--- config.mk ---
export PLATFORM = sky130hd
export DESIGN_NAME = rv_trace_packer
export DESIGN_NICKNAME = d
export VERILOG_FILES = /design/src/rtl/rv_trace_pkg.sv /design/src/rtl/rv_trace_fifo.sv /design/src/rtl/rv_trace_packer.sv
export SDC_FILE = /design/constraint.sdc
export NUM_CORES = 1
export LEC_CHECK = 0
export ABC_AREA = 1
export CORE_ASPECT_RATIO = 1.25
export CORE_MARGIN = 2
export CORE_UTILIZATION = 54
export CTS_BUF_LIST = sky130_fd_sc_hd__clkbuf_8 sky130_fd_sc_hd__clkbuf_16
export CTS_CLUSTER_SIZE = 12
export DETAILED_ROUTE_END_ITERATION = 12
export DONT_BUFFER_PORTS = 1
export PLACE_DENSITY_LB_ADDON = 0.3
export SLEW_MARGIN = 10
export SYNTH_ARGS = -nofsm -noshare
export SYNTH_HDL_FRONTEND = slang
export SYNTH_SLANG_ARGS = --single-unit
--- constraint.sdc ---
create_clock -name i_clk -period 11.26 [get_ports i_clk]
set_clock_uncertainty 0.05 [all_clocks]
set_input_delay 3.378 -clock i_clk [delete_from_list [all_inputs] [get_ports i_clk]]
set_output_delay 3.378 -clock i_clk [all_outputs]
set_load 0.05 [all_outputs]
--- src/rtl/rv_trace_pkg.sv ---
// Shared types, header field positions and helpers for the retire-record packer.
package rv_trace_pkg;

  localparam int unsigned TRACE_WORD_W       = 32;
  localparam int unsigned TRACE_SEQ_W        = 8;
  localparam int unsigned TRACE_DROP_W       = 8;
  localparam int unsigned TRACE_CNT_W        = 4;

  localparam int unsigned TRACE_HDR_SYNC_LSB = 24;
  localparam int unsigned TRACE_HDR_SEQ_LSB  = 16;
  localparam int unsigned TRACE_HDR_DROP_LSB = 8;
  localparam int unsigned TRACE_HDR_CNT_LSB  = 4;
  localparam int unsigned TRACE_HDR_MRD_BIT  = 3;
  localparam int unsigned TRACE_HDR_MWR_BIT  = 2;
  localparam int unsigned TRACE_HDR_RW_BIT   = 1;
  localparam int unsigned TRACE_HDR_DNZ_BIT  = 0;

  typedef struct packed {
    logic [TRACE_SEQ_W-1:0]  seq;
    logic [TRACE_WORD_W-1:0] pc;
    logic [TRACE_WORD_W-1:0] instr;
    logic [TRACE_WORD_W-1:0] rd_data;
    logic [TRACE_WORD_W-1:0] mem_addr;
    logic [TRACE_WORD_W-1:0] mem_data;
    logic                    reg_write;
    logic                    mem_rd;
    logic                    mem_wr;
  } trace_rec_t;

  localparam int unsigned TRACE_REC_W = $bits(trace_rec_t);

  typedef enum logic [2:0] {
    S_HDR   = 3'd0,
    S_PC    = 3'd1,
    S_INSTR = 3'd2,
    S_RD    = 3'd3,
    S_MADDR = 3'd4,
    S_MDATA = 3'd5
  } trace_state_t;

  // Number of stream words a record occupies, header included (3..6).
  function automatic logic [TRACE_CNT_W-1:0] trace_word_count(input logic reg_write,
                                                              input logic mem_any);
    return TRACE_CNT_W'(3) + TRACE_CNT_W'(reg_write) + (mem_any ? TRACE_CNT_W'(2) : TRACE_CNT_W'(0));
  endfunction

endpackage

--- src/rtl/rv_trace_fifo.sv ---
// Generic synchronous FIFO; wrap-bit pointers, head readable combinationally.
module rv_trace_fifo #(
  parameter int unsigned WIDTH = 8,
  parameter int unsigned DEPTH = 8
) (
  input  logic             i_clk,
  input  logic             i_reset_n,
  input  logic             push,
  input  logic [WIDTH-1:0] push_data,
  input  logic             pop,
  output logic [WIDTH-1:0] head_c,
  output logic             full_c,
  output logic             empty_c
);

  localparam int unsigned AW = (DEPTH > 1) ? $clog2(DEPTH) : 1;

  logic [WIDTH-1:0] mem_q [DEPTH];
  logic [AW:0]      wr_ptr_q;
  logic [AW:0]      rd_ptr_q;

  assign empty_c = (wr_ptr_q == rd_ptr_q);
  assign full_c  = (wr_ptr_q[AW] != rd_ptr_q[AW]) && (wr_ptr_q[AW-1:0] == rd_ptr_q[AW-1:0]);
  assign head_c  = mem_q[rd_ptr_q[AW-1:0]];

  // Pointer update; overflowing pushes and underflowing pops are ignored.
  always_ff @(posedge i_clk) begin
    if (!i_reset_n) begin
      wr_ptr_q <= '0;
      rd_ptr_q <= '0;
    end else begin
      if (push && !full_c) wr_ptr_q <= wr_ptr_q + (AW+1)'(1);
      if (pop && !empty_c) rd_ptr_q <= rd_ptr_q + (AW+1)'(1);
    end
  end

  // Storage write; contents need no reset since pointers gate visibility.
  always_ff @(posedge i_clk) begin
    if (push && !full_c) mem_q[wr_ptr_q[AW-1:0]] <= push_data;
  end

endmodule

--- src/rtl/rv_trace_packer.sv ---
// Retire-record packer: buffers one record per retired instruction and
// serializes it as 3..6 words on a valid/ready stream, counting drops.
module rv_trace_packer
  import rv_trace_pkg::*;
#(
  parameter int unsigned DEPTH = 8,
  parameter logic [7:0]  SYNC  = 8'hA5
) (
  input  logic        i_clk,
  input  logic        i_reset_n,
  input  logic        i_retire_valid,
  input  logic [31:0] i_retire_pc,
  input  logic [31:0] i_retire_instr,
  input  logic        i_retire_reg_write,
  input  logic [31:0] i_retire_rd_data,
  input  logic        i_retire_mem_read,
  input  logic        i_retire_mem_write,
  input  logic [31:0] i_retire_mem_addr,
  input  logic [31:0] i_retire_mem_data,
  output logic        o_valid,
  output logic [31:0] o_data,
  input  logic        i_ready
);

  trace_rec_t                in_rec;
  trace_rec_t                head_rec;
  trace_state_t              state_q;
  trace_state_t              state_d;
  logic [TRACE_SEQ_W-1:0]    seq_q;
  logic [TRACE_DROP_W-1:0]   drop_cnt_q;
  logic                      fifo_full_c;
  logic                      fifo_empty_c;
  logic                      push_c;
  logic                      drop_c;
  logic                      pop_c;
  logic                      accept_c;
  logic                      hdr_accept_c;
  logic                      head_mem_any_c;
  logic [TRACE_WORD_W-1:0]   hdr_c;
  logic [TRACE_WORD_W-1:0]   word_c;

  // Record captured from the writeback stage, tagged with the pre-increment seq.
  always_comb begin
    in_rec = '{seq:       seq_q,
               pc:        i_retire_pc,
               instr:     i_retire_instr,
               rd_data:   i_retire_rd_data,
               mem_addr:  i_retire_mem_addr,
               mem_data:  i_retire_mem_data,
               reg_write: i_retire_reg_write,
               mem_rd:    i_retire_mem_read,
               mem_wr:    i_retire_mem_write};
  end

  // Fullness is taken before any same-cycle pop, so push-while-full drops.
  assign push_c = i_retire_valid && !fifo_full_c;
  assign drop_c = i_retire_valid && fifo_full_c;

  rv_trace_fifo #(
    .WIDTH (TRACE_REC_W),
    .DEPTH (DEPTH)
  ) u_fifo (
    .i_clk     (i_clk),
    .i_reset_n (i_reset_n),
    .push      (push_c),
    .push_data (in_rec),
    .pop       (pop_c),
    .head_c    (head_rec),
    .full_c    (fifo_full_c),
    .empty_c   (fifo_empty_c)
  );

  assign o_valid        = !fifo_empty_c;
  assign accept_c       = o_valid && i_ready;
  assign hdr_accept_c   = accept_c && (state_q == S_HDR);
  assign head_mem_any_c = head_rec.mem_rd || head_rec.mem_wr;
  assign o_data         = o_valid ? word_c : '0;

  // Header assembly; drop count is sampled live while the header waits.
  always_comb begin
    hdr_c = '0;
    hdr_c[TRACE_HDR_SYNC_LSB +: 8]            = SYNC;
    hdr_c[TRACE_HDR_SEQ_LSB  +: TRACE_SEQ_W]  = head_rec.seq;
    hdr_c[TRACE_HDR_DROP_LSB +: TRACE_DROP_W] = drop_cnt_q;
    hdr_c[TRACE_HDR_CNT_LSB  +: TRACE_CNT_W]  = trace_word_count(head_rec.reg_write, head_mem_any_c);
    hdr_c[TRACE_HDR_MRD_BIT]                  = head_rec.mem_rd;
    hdr_c[TRACE_HDR_MWR_BIT]                  = head_rec.mem_wr;
    hdr_c[TRACE_HDR_RW_BIT]                   = head_rec.reg_write;
    hdr_c[TRACE_HDR_DNZ_BIT]                  = (drop_cnt_q != '0);
  end

  // Serializer state register.
  always_ff @(posedge i_clk) begin
    if (!i_reset_n) state_q <= S_HDR;
    else            state_q <= state_d;
  end

  // Serializer next state, word mux and pop on the record's last word.
  always_comb begin
    state_d = state_q;
    word_c  = '0;
    pop_c   = 1'b0;
    case (state_q)
      S_HDR: begin
        word_c = hdr_c;
        if (accept_c) state_d = S_PC;
      end
      S_PC: begin
        word_c = head_rec.pc;
        if (accept_c) state_d = S_INSTR;
      end
      S_INSTR: begin
        word_c = head_rec.instr;
        if (accept_c) begin
          if (head_rec.reg_write)  state_d = S_RD;
          else if (head_mem_any_c) state_d = S_MADDR;
          else begin
            state_d = S_HDR;
            pop_c   = 1'b1;
          end
        end
      end
      S_RD: begin
        word_c = head_rec.rd_data;
        if (accept_c) begin
          if (head_mem_any_c) state_d = S_MADDR;
          else begin
            state_d = S_HDR;
            pop_c   = 1'b1;
          end
        end
      end
      S_MADDR: begin
        word_c = head_rec.mem_addr;
        if (accept_c) state_d = S_MDATA;
      end
      S_MDATA: begin
        word_c = head_rec.mem_data;
        if (accept_c) begin
          state_d = S_HDR;
          pop_c   = 1'b1;
        end
      end
      default: state_d = S_HDR;
    endcase
  end

  // Sequence counter (counts every retire) and saturating drop counter.
  always_ff @(posedge i_clk) begin
    if (!i_reset_n) begin
      seq_q      <= '0;
      drop_cnt_q <= '0;
    end else begin
      if (i_retire_valid) seq_q <= seq_q + TRACE_SEQ_W'(1);
      if (hdr_accept_c)
        drop_cnt_q <= drop_c ? TRACE_DROP_W'(1) : TRACE_DROP_W'(0);
      else if (drop_c && (drop_cnt_q != '1))
        drop_cnt_q <= drop_cnt_q + TRACE_DROP_W'(1);
    end
  end

endmodule
[Yosys cells after proc, flatten, opt, wreduce, memory -nomap -nowiden]
Memory sizes are Yosys's and may differ from the RTL's. A register that Yosys moved wholly into a read port is not among the register bits.
Cells that the tools add are included.
Storage, ports and cells
  output and inout port bits: 33
  bits in writable memories: 1368
  register bits after elaboration: 27
  memories: 1
  memory bits (read-only): 0
  latch bits: 0
  logic and storage cells: 67
  input bits: 167
Memories
  u_fifo.mem_q: words 8, bits a word 171, rd ports 1, clocked after memory_dff 1, write ports 1, RTL line rv_trace_fifo.sv:18  | logic [WIDTH-1:0] mem_q [DEPTH];
Cells by class
  reductions and logical operators: 15
  multiply operators: 0
  magnitude comparators: 0
  eq/ne operators: 15
  muxes and demuxes: 25
  shift-type cells: 0
  bitwise gates (word level): 0
  divide/modulo/power cells: 0
  add/subtract/negate cells: 6
Operators with widths (count)
  one-hot mux 32 bit (6 select lines): 1
  two-way mux 32 bit: 1
  two-way mux 3 bit: 10
  one-hot mux 3 bit (6 select lines): 1
  adder 8 x 1 -> 8 bit, second input constant: 2
  two-way mux 8 bit: 2
  != test 2 bit, second input constant: 6
  adder 4 x 1 -> 4 bit, second input constant: 2
  logical AND 1 bit: 8
  two-way mux 1 bit: 8
  != test 8 bit, second input constant: 1
  nonzero test 8 bit: 1
  == test 3 x 2 -> 1 bit, second input constant: 2
  == test 3 bit, second input constant: 2
  AND reduction 6 bit: 1
  adder 3 x 2 -> 4 bit: 1
  == test 4 bit: 1
  adder 2 x 1 -> 3 bit, first input constant: 1
  == test 3 x 1 -> 1 bit, second input constant: 1
  == test 3 bit: 1
  logical NOT 3 bit: 1
  one-hot mux 1 bit (3 select lines): 1
  logical NOT 1 bit: 2
  two-way mux 2 bit: 1
  3 further kinds: 3

[Logic depth before layout (Yosys ltp)]
  depth in word-level cells: 8
  gate-level depth with buffers: 18

[By module]
Synthesis repeated with hierarchy kept, for this count alone.
Unflattened totals
  cell total of the unflattened synthesis: 4850
  area, all modules: 56451.6 µm²
By module, submodules not included
  rv_trace_fifo: instances 1, cells an instance 4301, area each 53855.4 µm², seq. area each 41299.6 µm²
  rv_trace_packer: instances 1, cells an instance 549, area each 2596.2 µm², seq. area each 380.4 µm²

[Least setup slack after synthesis]
Ideal clock, no wire load.
  path type: input -> register
  start: input port i_retire_valid
  end: memory u_fifo.mem_q[0][0] (netlist bit) (enable)
  cell stages on the path: 4
  arrival: 11.172 ns
  required time: 10.506 ns
  setup slack: -0.667 ns
  cells stage by stage: clkbuf_1 nand2_1 or2_2 nor2_1
On the way
  word-level cells in the longest chain between the ends: 4
RTL lines
  start, declared: RTL line rv_trace_packer.sv:11  | input logic i_retire_valid,
  logical AND 1 bit: RTL line rv_trace_packer.sv:56  | assign push_c = i_retire_valid && !fifo_full_c;
  logical AND 1 bit: RTL line rv_trace_fifo.sv:39  | if (push && !full_c) mem_q[wr_ptr_q[AW-1:0]] <= push_data;
  two-way mux 1 bit: RTL line rv_trace_fifo.sv:39
  two-way mux 1 bit (not written as such): RTL line rv_trace_fifo.sv:39
  end, declared: RTL line rv_trace_fifo.sv:18
No other way between the ends.

==> impl_metrics.toml <==
[sta]
drv_slew = 0
worstMarginPinSlew_ns = 1.29
rsz0062_at_grt = "false"
finalSetupViolations = 0
min_period_over_period = 0.743
whs_ns = 0.444
period_minus_slack_ns = 8.36
setup_ws_ns = 2.90
hold_violations = 0
max_freq_mhz = 120
relSlewSlack = 0.144

[cts]
clock_sinks = 1398
cts-hold-fix-buffers = 0
cts_tree = "built"
cts_buffer_depth = 3
path_clk_slew_ns = 0.06
clkLatencyLatePin_ns = 0.76
numCtsBuffers = 139
cts_root_buf = "clkbuf_16"
cts.repair.resized = 0
htree_num_levels = 4
cts_setup_buffers = 0

[routing]
via_per_inst = 6.29
ant_nets = 0
drt_iter0_drc = 3859
firstDrtPassIters = 8
wl_per_cell_microns = 26.1
vias = 34000
routed_wl_mm = 141
drc = 0

[global_routing]
antenna_found_initial = 4
met2_usage = 0.426
grt_max_degree = 351
grt.met3_usage = 0.0663
grt_pass1_vias = 32300
grt_first_pass_wirelength_mm = 205
grt.busiest_layer = "met2"
grt.met1_usage = 0.353
grt_remaining_overflow = 0
grt_usage = 0.267

[yosys]
synth-edff-count = 1368
synth_area_leaders = "edfxtp_1, o21ai_0, nor2_1"
yosysTopAreaCell = "edfxtp_1"
synth_cells = 4071
synth_commonest_cells = "edfxtp_1, nor2_1, o21ai_0"
synth_most_common_cell = "edfxtp_1"
synth_ff_type = "edfxtp_1"
synth-seq-cells = 1398
syn_nets = 4246
synth_cell_types = 38
yosys.area.top_type_share = 0.746
syn_avg_cell_area_sq_um = 13.5
async_reset_ff_frac = 0
ys_warn_count = 0
ys_seq_area_frac = 0.757
syn_area_sq_um = 55100

[finish]
layout.nets = 4184
fin_cells = 5400
syn_to_final_growth_pct = 9.08
drive_gt1_frac = 0.0700
diodes = 0
fill_cells = 7674

[min_path]
hp-class = "reg -> reg"
hold_path.startpoint = "u_fifo.wr_ptr_q[3]$_SDFFE_PN0P_"
hold_path_end = "u_fifo.wr_ptr_q[3]$_SDFFE_PN0P_"
holdPathStages = 1

[die]
start_util = 0.542
die_area_sq_um = 105000
die_w_microns = 290
die_h_microns = 361
core_area_sq_um = 102000
num_rows = 131
ioPinCount = 200

[worst_setup_path]
ff2ff_path_depth = 17
cp-start-kind = "flip-flop"
r2r_setup_slack_ns = 7.55
crit_type = "reg -> out"
crit_required_ns = 7.83
endpoint_kind = "output port"
critPathArrivalTime_ns = 4.94
path_max_fanout = 214

[placement]
hpwl_mm = 75.0
gp_congestion = 0.801
placed_cells = 5198
place_ws_ns = 3.73
io_buffers = 0

[run_status]
status = "complete, no violations"

[power_and_ir_drop]
p_int_w = 0.00821
power_w = 0.0103
pwr-share-comb = 0.031
clkPwrFrac = 0.403
seq_power_share = 0.566
ir_worst_vdd_uv = 137
power.leakage_nw = 19.5
p_sw_frac = 0.207
power-per-cell-area_nw_per_um2 = 172
power_switching_w = 0.00214

[run]
maxCapViolCount = 0
[how the worst max path moves through the flow]
stage | from | to | slack (ns)
floorplan | i_retire_valid | u_fifo.mem_q[0][0]$_DFFE_PP_ | -0.67
global placement | flip-flop | o_data[5] | 3.67
detailed placement | flip-flop | o_data[5] | 3.73
CTS | flip-flop | o_data[5] | 2.89
global route | flip-flop | o_data[5] | 2.63
finish | flip-flop | o_data[5] | 2.90
[registers in the layout (all words and copies together), names as in the netlist, named ones only]
name             cells
u_fifo.mem_q      1368
drop_cnt_q           8
seq_q                8
u_fifo.rd_ptr_q      4
u_fifo.wr_ptr_q      4
state_q              3
[layout by cell type, fill, tap and decap left out, drive strengths merged, types with 30 or more instances in the layout]
cell type	instances
dfxtp	30
o22ai	63
nand3	120
inv	117
nor2	844
o221ai	171
nand2	144
edfxtp	1368
a21oi	54
o211ai	167
o21ai	711
buf	83
clkbuf	144
[worst max-delay path, cell delays in order, from the launching register on]
cell	delay, ns
dfxtp_4	0.43
buf_12	0.61
buf_4	0.80
nand2_1	0.10
nand2_1	0.10
nand2_1	0.05
nand3_1	0.08
nand2_1	0.14
nand2_2	0.15
inv_1	0.08
ha_1	0.31
o21ai_1	0.27
nor2_1	0.10
a21oi_1	0.52
buf_4	0.31
[logic make-up after synthesis]
group                    synth area share
AO/OA/AOI/OAI                       0.128
XOR/XNOR                         0.000954
adder cells (fa/ha/maj)           0.00182
AND/OR/NAND/NOR                    0.0805
flip-flops                          0.757
buffers and inverters              0.0324
[per-layer routing]
layer / routed length, microns / up-vias
met5: 13 / -
met4: 5330 / 2
met3: 13500 / 257
met2: 68000 / 1585
met1: 54200 / 17000
li1: - / 15100
[metrics by stage]
stage          utilization  instance area (sq um)  TNS, ns
5_1_grt              0.591                  60100        0
2_1_floorplan            -                  55100  -829.67
3_5_place_dp         0.552                  56100        0
3_3_place_gp         0.552                  56100        0
6_report             0.591                  60100        0
4_1_cts              0.591                  60100        0
[power groups by stage]
stage	Combinational, W	Clock, W	Sequential [W]
finish	0.000321	0.00417	0.00586
global placement	0.000317	0	0.00596
CTS	0.000321	0.00422	0.00586
floorplan	0.000189	0	0.00599
detailed placement	0.000320	0	0.00597
global route	0.000340	0.00441	0.00586
[final cells by class]
class	instances	area, sq um	area share
flip-flops and latches	1398	41700	0.694
clock buffers	144	3590	0.0598
repair buffers	83	711	0.0118
multi-input cells	2309	11700	0.195
clock inverters	58	384	0.00639
well taps	1330	1660	0.0277
inverters	78	329	0.00548
No activity file was read; power rests on OpenSTA's default activity.
